==> config.mk <==
export PLATFORM = sky130hd
export DESIGN_NAME = vga_sync
export DESIGN_NICKNAME = d
export VERILOG_FILES = /design/src/rtl/vga_pkg.sv /design/src/rtl/vga_sync_pixel_tick_gen.sv /design/src/rtl/vga_sync.sv
export SDC_FILE = /design/constraint.sdc
export NUM_CORES = 1
export LEC_CHECK = 0
export ABC_AREA = 1
export CORE_MARGIN = 2
export CORE_UTILIZATION = 56
export CTS_CLUSTER_DIAMETER = 30
export DETAILED_ROUTE_END_ITERATION = 6
export DONT_BUFFER_PORTS = 1
export PLACE_DENSITY = 0.69
export REMOVE_ABC_BUFFERS = 1
export SYNTH_ARGS = -nofsm -noshare
export SYNTH_HDL_FRONTEND = slang
export SYNTH_SLANG_ARGS = --single-unit
export TNS_END_PERCENT = 30
==> constraint.sdc <==
create_clock -name clk -period 1.9 [get_ports clk]
set_clock_uncertainty 0.15 [all_clocks]
set_input_delay 0.095 -clock clk [delete_from_list [all_inputs] [get_ports clk]]
set_output_delay 0.095 -clock clk [all_outputs]
set_load 0.1 [all_outputs]
==> src/rtl/vga_pkg.sv <==
// vga_pkg: shared 640x480@60 timing constants and coordinate type.
// Used by the sync generator and the tile, bitmap and RGB blocks.
package vga_pkg;

  typedef logic [9:0] coord_t;

  localparam int CLK_DIV_DEF   = 4;

  localparam int H_DISPLAY_DEF = 640;
  localparam int H_FRONT_DEF   = 16;
  localparam int H_SYNC_DEF    = 96;
  localparam int H_BACK_DEF    = 48;

  localparam int V_DISPLAY_DEF = 480;
  localparam int V_FRONT_DEF   = 10;
  localparam int V_SYNC_DEF    = 2;
  localparam int V_BACK_DEF    = 33;

  localparam int H_TOTAL_DEF =
    H_DISPLAY_DEF + H_FRONT_DEF +
    H_SYNC_DEF + H_BACK_DEF;
  localparam int V_TOTAL_DEF =
    V_DISPLAY_DEF + V_FRONT_DEF +
    V_SYNC_DEF + V_BACK_DEF;

  localparam int HS_START_DEF =
    H_DISPLAY_DEF + H_FRONT_DEF;
  localparam int HS_END_DEF =
    HS_START_DEF + H_SYNC_DEF - 1;
  localparam int VS_START_DEF =
    V_DISPLAY_DEF + V_FRONT_DEF;
  localparam int VS_END_DEF =
    VS_START_DEF + V_SYNC_DEF - 1;

  // Inclusive range test used by the sync decoders.
  function automatic logic in_span(
    input coord_t v,
    input coord_t lo,
    input coord_t hi
  );
    return (v >= lo) && (v <= hi);
  endfunction

endpackage

==> src/rtl/vga_sync_pixel_tick_gen.sv <==
// pixel_tick_gen: divides clk by CLK_DIV into a one-clk pixel strobe.
// With CLK_DIV=1 the strobe is high on every clock.
module pixel_tick_gen
  import vga_pkg::*;
#(
  parameter int CLK_DIV = CLK_DIV_DEF
) (
  input  logic clk,
  input  logic rst_n,
  output logic p_tick
);

  localparam int W =
    (CLK_DIV > 1) ? $clog2(CLK_DIV) : 1;
  localparam logic [W-1:0] LAST =
    W'(CLK_DIV - 1);

  logic [W-1:0] div_cnt_q;
  logic [W-1:0] div_cnt_d;

  assign p_tick = (div_cnt_q == LAST);

  // Divider count: 0..CLK_DIV-1, wrapping on the tick.
  always_comb begin
    div_cnt_d = div_cnt_q + W'(1);
    if (p_tick) div_cnt_d = '0;
  end

  // Divider register.
  always_ff @(posedge clk or negedge rst_n) begin
    if (!rst_n) div_cnt_q <= '0;
    else        div_cnt_q <= div_cnt_d;
  end

endmodule

==> src/rtl/vga_sync.sv <==
// vga_sync: free-running H/V scan counters with registered sync and
// video_on decoded from next-state counters so every output agrees.
module vga_sync
  import vga_pkg::*;
#(
  parameter int CLK_DIV   = CLK_DIV_DEF,
  parameter int H_DISPLAY = H_DISPLAY_DEF,
  parameter int H_FRONT   = H_FRONT_DEF,
  parameter int H_SYNC    = H_SYNC_DEF,
  parameter int H_BACK    = H_BACK_DEF,
  parameter int V_DISPLAY = V_DISPLAY_DEF,
  parameter int V_FRONT   = V_FRONT_DEF,
  parameter int V_SYNC    = V_SYNC_DEF,
  parameter int V_BACK    = V_BACK_DEF
) (
  input  logic       clk,
  input  logic       rst_n,
  output logic       p_tick,
  output logic [9:0] pixel_x,
  output logic [9:0] pixel_y,
  output logic       hsync,
  output logic       vsync,
  output logic       video_on,
  output logic       frame_tick
);

  localparam int H_TOTAL =
    H_DISPLAY + H_FRONT + H_SYNC + H_BACK;
  localparam int V_TOTAL =
    V_DISPLAY + V_FRONT + V_SYNC + V_BACK;

  localparam coord_t H_LAST = coord_t'(H_TOTAL - 1);
  localparam coord_t V_LAST = coord_t'(V_TOTAL - 1);
  localparam coord_t H_VIS  = coord_t'(H_DISPLAY);
  localparam coord_t V_VIS  = coord_t'(V_DISPLAY);

  localparam coord_t HS_LO =
    coord_t'(H_DISPLAY + H_FRONT);
  localparam coord_t HS_HI =
    coord_t'(H_DISPLAY + H_FRONT + H_SYNC - 1);
  localparam coord_t VS_LO =
    coord_t'(V_DISPLAY + V_FRONT);
  localparam coord_t VS_HI =
    coord_t'(V_DISPLAY + V_FRONT + V_SYNC - 1);

  coord_t pixel_x_q, pixel_x_d;
  coord_t pixel_y_q, pixel_y_d;
  logic   hsync_q, hsync_d;
  logic   vsync_q, vsync_d;
  logic   video_on_q, video_on_d;
  logic   h_wrap;
  logic   v_wrap;

  pixel_tick_gen #(
    .CLK_DIV (CLK_DIV)
  ) u_tick (
    .clk    (clk),
    .rst_n  (rst_n),
    .p_tick (p_tick)
  );

  assign h_wrap = (pixel_x_q == H_LAST);
  assign v_wrap = (pixel_y_q == V_LAST);

  // Next scan position plus the sync/video decode of that position.
  always_comb begin
    pixel_x_d = pixel_x_q;
    pixel_y_d = pixel_y_q;
    if (p_tick) begin
      if (h_wrap) begin
        pixel_x_d = '0;
        pixel_y_d = v_wrap ? '0 : pixel_y_q + 10'd1;
      end else begin
        pixel_x_d = pixel_x_q + 10'd1;
      end
    end
    hsync_d    = !in_span(pixel_x_d, HS_LO, HS_HI);
    vsync_d    = !in_span(pixel_y_d, VS_LO, VS_HI);
    video_on_d = (pixel_x_d < H_VIS) &&
                 (pixel_y_d < V_VIS);
  end

  // Counters and output registers share one edge; reset is (0,0).
  always_ff @(posedge clk or negedge rst_n) begin
    if (!rst_n) begin
      pixel_x_q  <= '0;
      pixel_y_q  <= '0;
      hsync_q    <= 1'b1;
      vsync_q    <= 1'b1;
      video_on_q <= 1'b1;
    end else begin
      pixel_x_q  <= pixel_x_d;
      pixel_y_q  <= pixel_y_d;
      hsync_q    <= hsync_d;
      vsync_q    <= vsync_d;
      video_on_q <= video_on_d;
    end
  end

  assign pixel_x    = pixel_x_q;
  assign pixel_y    = pixel_y_q;
  assign hsync      = hsync_q;
  assign vsync      = vsync_q;
  assign video_on   = video_on_q;
  assign frame_tick = p_tick & h_wrap & v_wrap;

endmodule

==> results.md, run 1 <==
Outcome:
- The run finished with clean final reports.

Floorplanning:
- The width of the die is 57.0 um.
- Once the floorplan was initialized, standard cells occupied 58.0% of the core.
- The floorplan step defined a die boundary enclosing 3250 um2.
- The floorplan core area is 2710 um2.
- The number of core rows is 19.
- For this design the top-level I/O count stands at 27.
- Measured along the y axis, the die boundary spans 57.0 um.

Power and ir drop:
- The peak ir drop on the vdd network is 363 uV.
- The analysis attributes to cell leakage a power of 1.08 nW.
- Dividing total power by cell area gives a power density of 373 nW/um2.

STA:
- For the finished layout, the period the worst path requires is 1.85 ns.
- For the pin with the worst max-slew slack, the measured transition is 0.493 ns.
- For the final routed database, the setup TNS stands at 0 ns.
- Setup repair after global routing could not meet its margin everywhere.
- The max-slew violation total from the final report was 0.
- The setup-violating endpoint count in the final report is 0.
- For this run, the top clock speed supported by timing is 539 MHz.
- In the finished design, the share of the clock period the worst path needs comes to 97.6%.
- The count of final hold-check violations is 0.
- The headroom to the max-slew limit is 67.2%.

Final layout:
- The top cell types in the final layout, fill and taps aside, are 45 x nand2_1, 44 x buf_4, 29 x inv_1.
- The total inserted antenna cells is 0.
- In the final design database the tool counted 255 nets.
- The commonest non-fill, non-tap cell in the layout is nand2_1.
- Relative to the synthesized area, the layout overhead comes to 36.1%.
- The utilization after layout is 79.0%.
- Fill cells in the final layout number 178.
- The fraction of layout cells with a size suffix above 1 is 41.9%.
- Once layout is done, the placed cells without fillers occupy 2140 um2.

Synthesis:
- Of the synthesized area, sequential elements account for 40.0%.
- The area fraction in and, or, nand and nor cells after synthesis is 40.0%.
- The dominant synthesized flop cell is dfrtp_1.
- The multiplexer fraction of the synthesized cell area is 0%.
- The fraction of registers with async set or reset after synthesis is 100%.
- Counting flops with a built-in enable in the synthesized netlist gives 0.
- For this run, the number of Yosys warnings is 0.
- Of the total synthesized cell area, the portion taken by XOR and XNOR cells is 3.82%.
- Dividing the synthesized area by the synthesized cell count gives 8.02 um2.
- The largest family of logic cells by synthesized area is simple AND/OR/NAND/NOR gates.
- Summing the areas of all fa, ha and maj instances in the mapped netlist gives 3.18% of the synthesized area.
- The synthesized netlist devotes 3.66% of its cell area to compound gates.
- The unique cell type count in the Yosys netlist is 26.
- In the synthesized netlist, the number of instances is 196.
- Synthesis inferred 25 register bits.
- The synthesized netlist occupies a cell area of 1570 um2.

Routing:
- The number of design rule violations left after detail routing is 0.
- The detailed router finished its first iteration with 57 violations.
- The average wire per cell in the routed design is 13.5 um.
- The number of detailed-route iterations in the first pass is 4.
- Detailed routing inserted a total of 1427 vias.
- The residual antenna-violating net count after detailed routing is 0.
- After detailed routing, the number of vias per cell comes to 5.11.
- The final routed wirelength across all metal layers is 3780 um.

Place:
- The count of buffers added on input and output ports is 0.
- Once placement finished, the instance area stood at 1840 um2.
- The half-perimeter wire length of the detailed placement result is 2810 um.
- The congestion estimate from routability-driven global placement came to 0.849.

Critical path:
- Data on the critical path is required at its endpoint by 1.65 ns.
- The critical path is of the register to output pin type.
- The worst endpoint data arrival time is 1.61 ns.
- The maximum net fanout on the critical path is 3.
- The type of element capturing the critical path is an output pin.
- The worst setup path is launched from a register.

Global routing:
- The first global-routing pass estimated 6270 um of wire.
- The number of global-route vias before repair came to 1402.
- The initial antenna violation count is 0.
- The pin count of the biggest net entering global routing is 26.
- After global routing the overflow that remains totals 0.
- The global-route usage over all layers is 24.9%.

CTS:
- The CTS tree is yes.
- In this run the number of H-tree levels came out at 1.
- The number of buffers inserted during clock tree synthesis is 3.
- The clock passes through at most 2 buffers.
- Clock-pin slew was measured on the worst setup and hold paths at 0.14 ns.
- The clock latency reported for the late side of the worst-skew pair is 0.32 ns.
- The clock net sink count is 25.
- The root buffer selected by CTS is clkbuf_4.

Worst hold path:
- The min-delay analysis places its worst path in the category input pin to asynchronous set/reset pin.

Run:
- The tool flagged a number of max-cap violations equal to 0.
## timing repair
action                                 CTS  global route
endpoints found under the hold margin   25             0
resized for setup                       14            17
cloned                                   0             0
setup endpoints to repair                3             4
pin swaps                                5            15
setup buffers                            7             8
hold buffers                             2             0
## power breakdown
group	total, mW	internal, mW	switching (mW)	leakage (nW)
registers	0.533	0.533	0	0.321
clock network	0.249	0.0805	0.168	0.0139
logic	0.0164	0.00557	0.0109	0.748
total	0.798	0.619	0.179	1.08
## per-stage QoR
stage	setup slack (ns)	instances	total power, mW	hold slack, ns
after global placement	-0.0363	258	0.542	-0.350
after detailed placement	-0.0582	258	0.542	-0.350
after global routing	-0.0817	279	0.824	0.0473
after CTS	0.0000954	271	0.807	0.0279
after floorplan	-1.13	195	0.542	-0.351
final	0.0455	279	0.798	0.0307
## path summary, 6_finish.rpt
check,start,to,slack (ns),depth (start not counted)
max reg2reg,pixel_y[1],vsync,0.05,12
max in group asynchronous,rst_n,vsync,1.34,2
min in group clk,u_tick.div_cnt_q[0],u_tick.div_cnt_q[0],0.36,1
max,pixel_y[1],frame_tick,0.05,7
min reg2reg,u_tick.div_cnt_q[0],u_tick.div_cnt_q[0],0.36,1
min,rst_n,pixel_x[3],0.03,2
## critical path, cell delays in order (launching register included)
cell and delay (ns):
dfrtp_1 0.42, inv_2 0.09, ha_4 0.14, nand2_2 0.06, nor2_2 0.09, nand3_2 0.12
nor2_4 0.18, buf_12 0.19
## metal layers
layer	vias to the layer above	GRT usage, %	share of wire (%)
met5	-	0	0
met4	0	9.63	1.6
met2	34	43.7	53
met3	8	2.49	3.6
li1	714	-	-
met1	671	31.8	42
## flip-flops by register name (all words and copies together) (netlist names)
name and count:
hsync 1, u_tick.div_cnt_q 2, video_on 1, pixel_x 10, pixel_y 10, vsync 1
## Yosys cell counts, types with 4 or more instances
library cell | number | share of area [%]
nand2_1 | 49 | 12
inv_1 | 31 | 7.4
dfrtp_1 | 22 | 35
nand3_1 | 17 | 5.4
nor2_1 | 16 | 3.8
a21oi_1 | 6 | 1.9
inv_2 | 6 | 1.4
nand4_1 | 6 | 2.4
nor2_2 | 5 | 2.0
nor2_4 | 5 | 3.6
ha_1 | 4 | 3.2
o21ai_0 | 4 | 1.3
xor2_1 | 4 | 2.2
## logic make-up after synthesis
family          count (synthesis)
compound gates                 11
buf+inv                        38
xor+xnor                        6
simple gates                  112
flops                          25
fa+ha+maj                       4
## area by class of cell
class | count | area [um2] | area share, %
inverters | 37 | 139 | 6.49
clock buffers | 3 | 22.5 | 1.05
clock inverters | 1 | 7.51 | 0.351
multi-input cells | 133 | 898 | 42.0
well taps | 31 | 38.8 | 1.81
flip-flops and latches | 25 | 632 | 29.5
repair buffers | 49 | 403 | 18.8
Note: power is estimated with default switching activity, not from simulation.
==> run 2: changes to the inputs <==
Settings changed: CELL_PAD_IN_SITES_DETAIL_PLACEMENT set to 2, CELL_PAD_IN_SITES_GLOBAL_PLACEMENT set to 2, CORE_UTILIZATION 56 to 39, PLACE_DENSITY 0.69 to 0.81.
Clock period 1.9 ns to 2.3 ns, I/O delays scaled along.
==> run 2 against run 1 <==
Largest power group unchanged. Global-route usage is 0.22 points higher. Wire length is 36% higher. Via count is 2.7% lower. Largest cell class unchanged. Die area is 40% higher. Clock-buffer cell count stayed put. Combinational power is 14% lower. Core utilization is 31 points lower. Sequential share of layout area is 3.8 points higher. Sequential power is 18% lower. Worst hold slack better by 0.087 ns. Highest routed layer unchanged. Cell count is 1.4% lower.
==> results.md, run 2 (synthesis gave the netlist of run 1 again) <==
Final layout:
- Leaving out fill and tap cells, the most frequent cell in the layout is nand2_1.
- The total inserted antenna cells was 0 (unchanged).
- The area growth from synthesis to layout is 20.2%.
- The post-route standard cell area excluding fillers is 1890 um2 (-12%).
- In the layout the commonest cells are 49 x nand2_1, 31 x inv_1, 23 x buf_4.
- The number of filler cells placed in the layout was 471 (+160%).
- The utilization after layout is 48.0% (-31 points).
- The final net count came to 232 (-9.0%).
- The fraction of layout cells with a size suffix above 1 is 27.6% (-14 points).
- The count of placed standard cells in the final layout, fillers left out is 275 (-1.4%).

Routing:
- The via density per instance is 5.05 (-1.2%).
- The number of vias after detailed routing is 1389 (-2.7%).
- The number of design rule violations left after detail routing was 0 (unchanged).
- The average wire per cell in the routed design is 18.6 um (+38%).
- The residual antenna-violating net count after detailed routing is 0 (unchanged).
- The violation count after the first detailed-routing iteration came to 32 (-44%).
- The number of detailed-route iterations in the first pass was 4 (unchanged).
- The final routed wirelength across all metal layers is 5120 um (+36%).

STA:
- The count of final hold-check violations came to 0 (unchanged).
- The final worst hold slack is 0.117 ns (+0.0867 ns).
- Subtracting the final worst setup slack from the clock period gives 2.15 ns.
- The worst-case setup margin in the final layout is 0.152 ns (+0.107 ns).
- The setup total negative slack was 0 ns (unchanged).
- The post-route clock period utilization is 93.4%.
- The max-slew violation total from the final report is 0 (unchanged).
- The setup-violating endpoint count in the final report is 0 (unchanged).
- The headroom to the max-slew limit is 65.5% (-1.7 points).
- The slew at the pin closest to its max-slew limit is 0.518 ns (+0.0249 ns).
- Setup repair after global routing left no endpoint under its margin.
- Timing would allow up to 466 MHz.

Critical path:
- STA classifies the critical path endpoint as an output pin.
- The internal reg-to-reg setup slack is 0.20 ns (+0.15 ns).
- The required time at the worst-slack endpoint was 2.04 ns (+0.39 ns).
- In this run the critical register-to-register path is captured at vsync.
- The maximum net fanout on the critical path is 5 (+2).
- The most critical setup path has its startpoint at pixel_y[0].
- The worst endpoint data arrival time is 1.88 ns (+0.27 ns).
- In this run the critical register-to-register path is launched from pixel_y[0].
- The path depth of the worst reg2reg path is 11 (-1).
- The critical path launch point type is a register.
- The classification of the worst setup path is register to output pin.
- The critical path ends at frame_tick.

Run:
- The max-capacitance violation count is 0 (unchanged).

CTS:
- The H-tree level count was 1 (unchanged).
- The clock net sink count is 25 (unchanged).
- The clock slew seen by the registers of the worst setup and hold paths is 0.09 ns (-0.05 ns).
- The clock latency reported for the late side of the worst-skew pair is 0.27 ns (-0.05 ns).
- The CTS tree is yes.
- The buffer count from post-CTS setup fixing is 0 (-7).
- The root buffer selected by CTS is clkbuf_8.
- The largest buffer count on any clock path is 2 (unchanged).
- The number of buffers inserted during clock tree synthesis is 3 (unchanged).

Global routing:
- The aggregate global routing overflow is 0 (unchanged).
- The number of global-route vias before repair is 1632 (+16%).
- The global-route usage over all layers is 25.2% (+0.22 points).
- The first-pass GRT wire length is 8310 um (+33%).
- The initial antenna violation count is 0 (unchanged).
- The pin count of the biggest net entering global routing is 26 (unchanged).

Floorplanning:
- The area of the die is 4560 um2 (+40%).
- The die height is 67.5 um (+18%).
- The floorplan core area is 3940 um2 (+45%).
- The number of core rows is 23 (+4).
- The width of the die is 67.5 um (+18%).
- The total I/O pin count is 27 (unchanged).
- The initial cell density of the core came to 39.9% (-18 points).

Power and ir drop:
- The power per unit of standard cell area is 384 nW/um2 (+3.0%).
- The total power of the final layout was 726 uW (-9.0%).
- The power dissipated by switching net loads is 160 uW (-11%).
- The portion of total power attributed to sequential cells is 60.5% (-6.2 points).
- The switching portion of total power was 22.1% (-0.37 points).
- The reported leakage power was 0.969 nW (-11%).
- The power share of the clock group is 37.5% (+6.3 points).
- The peak ir drop on the vdd network is 238 uV (-34%).
- The part of the total power dissipated in combinational logic is 1.9% (-0.2 points).
- The internal portion of total power was 565 uW (-8.6%).

Place:
- The number of port buffers is 0 (unchanged).
- The half-perimeter wire length of the detailed placement result was 4120 um (+47%).
- The cell area after placement is 1810 um2 (-2.0%).
- The minimum setup slack after placement is 0.218 ns (+0.276 ns).
- The final weighted congestion in routability-driven placement is 0.858 (+1.1%).
- The total placed cells including tap cells is 269 (+4.3%).

Outcome:
- The flow ran to the end, and the final reports show no timing, DRC or antenna violations.

Worst hold path:
- The class of the most critical hold timing path is input pin to asynchronous set/reset pin.
-- run 2: cell types whose count changed in the layout (fill, tap and decap cells not counted), sizes merged --
| cell | change |
|---|---|
| buf | -23 |
| clkinv | +1 |
| clkinvlp | -1 |
-- run 2: worst min-delay path by stage --
stage                     startpoint         end  slack (ns)  depth (start not counted)
after CTS                      rst_n  pixel_x[2]        0.11                          2
after global routing           rst_n  pixel_x[4]        0.14                          2
after global placement         rst_n  pixel_x[2]       -0.33                          0
after detailed placement       rst_n  pixel_x[2]       -0.33                          0
final                          rst_n  pixel_x[4]        0.12                          2
after floorplan                rst_n  pixel_x[0]       -0.33                          0
-- run 2: power by group through the flow --
stage          sequential, mW  clock, mW  combinational [mW]
2_1_floorplan           0.448          0         0.000000477
3_3_place_gp            0.448          0         0.000000606
3_5_place_dp            0.448          0         0.000000606
4_1_cts                 0.439      0.279              0.0148
5_1_grt                 0.440      0.290              0.0159
6_report                0.439      0.272              0.0141
-- run 2: worst max-delay path: stages, from the launching register on --
cell and delay, ns:
dfrtp_1 0.43, inv_1 0.11, ha_1 0.20, nand2_1 0.06, nor2_1 0.14, nand3_1 0.18, nor2_4 0.23, buf_6 0.25
-- run 2: cell type report --
cell class	instances	area [um2]	area share, %
multi-input combinational	133	800	42.3
sequential	25	629	33.3
timing repair buffer	26	214	11.3
inverter	37	139	7.35
tap	50	62.6	3.31
clock buffer	3	41.3	2.18
clock inverter	1	5.00	0.265
-- run 2: repair_timing --
item | in CTS | in global routing
setup endpoints to repair | 0 | 2
hold endpoints to repair | 25 | 0
resized for setup | 0 | 2
hold buffers | 2 | 0
-- run 2: metal layers --
layer  wire (um)  vias to the layer above  GRT usage (%)
met1        2030                      698           28.4
met2        2860                       17           48.0
met3         136                        6           3.50
met5           0                        -              0
li1            -                      668              -
met4          93                        0           7.91
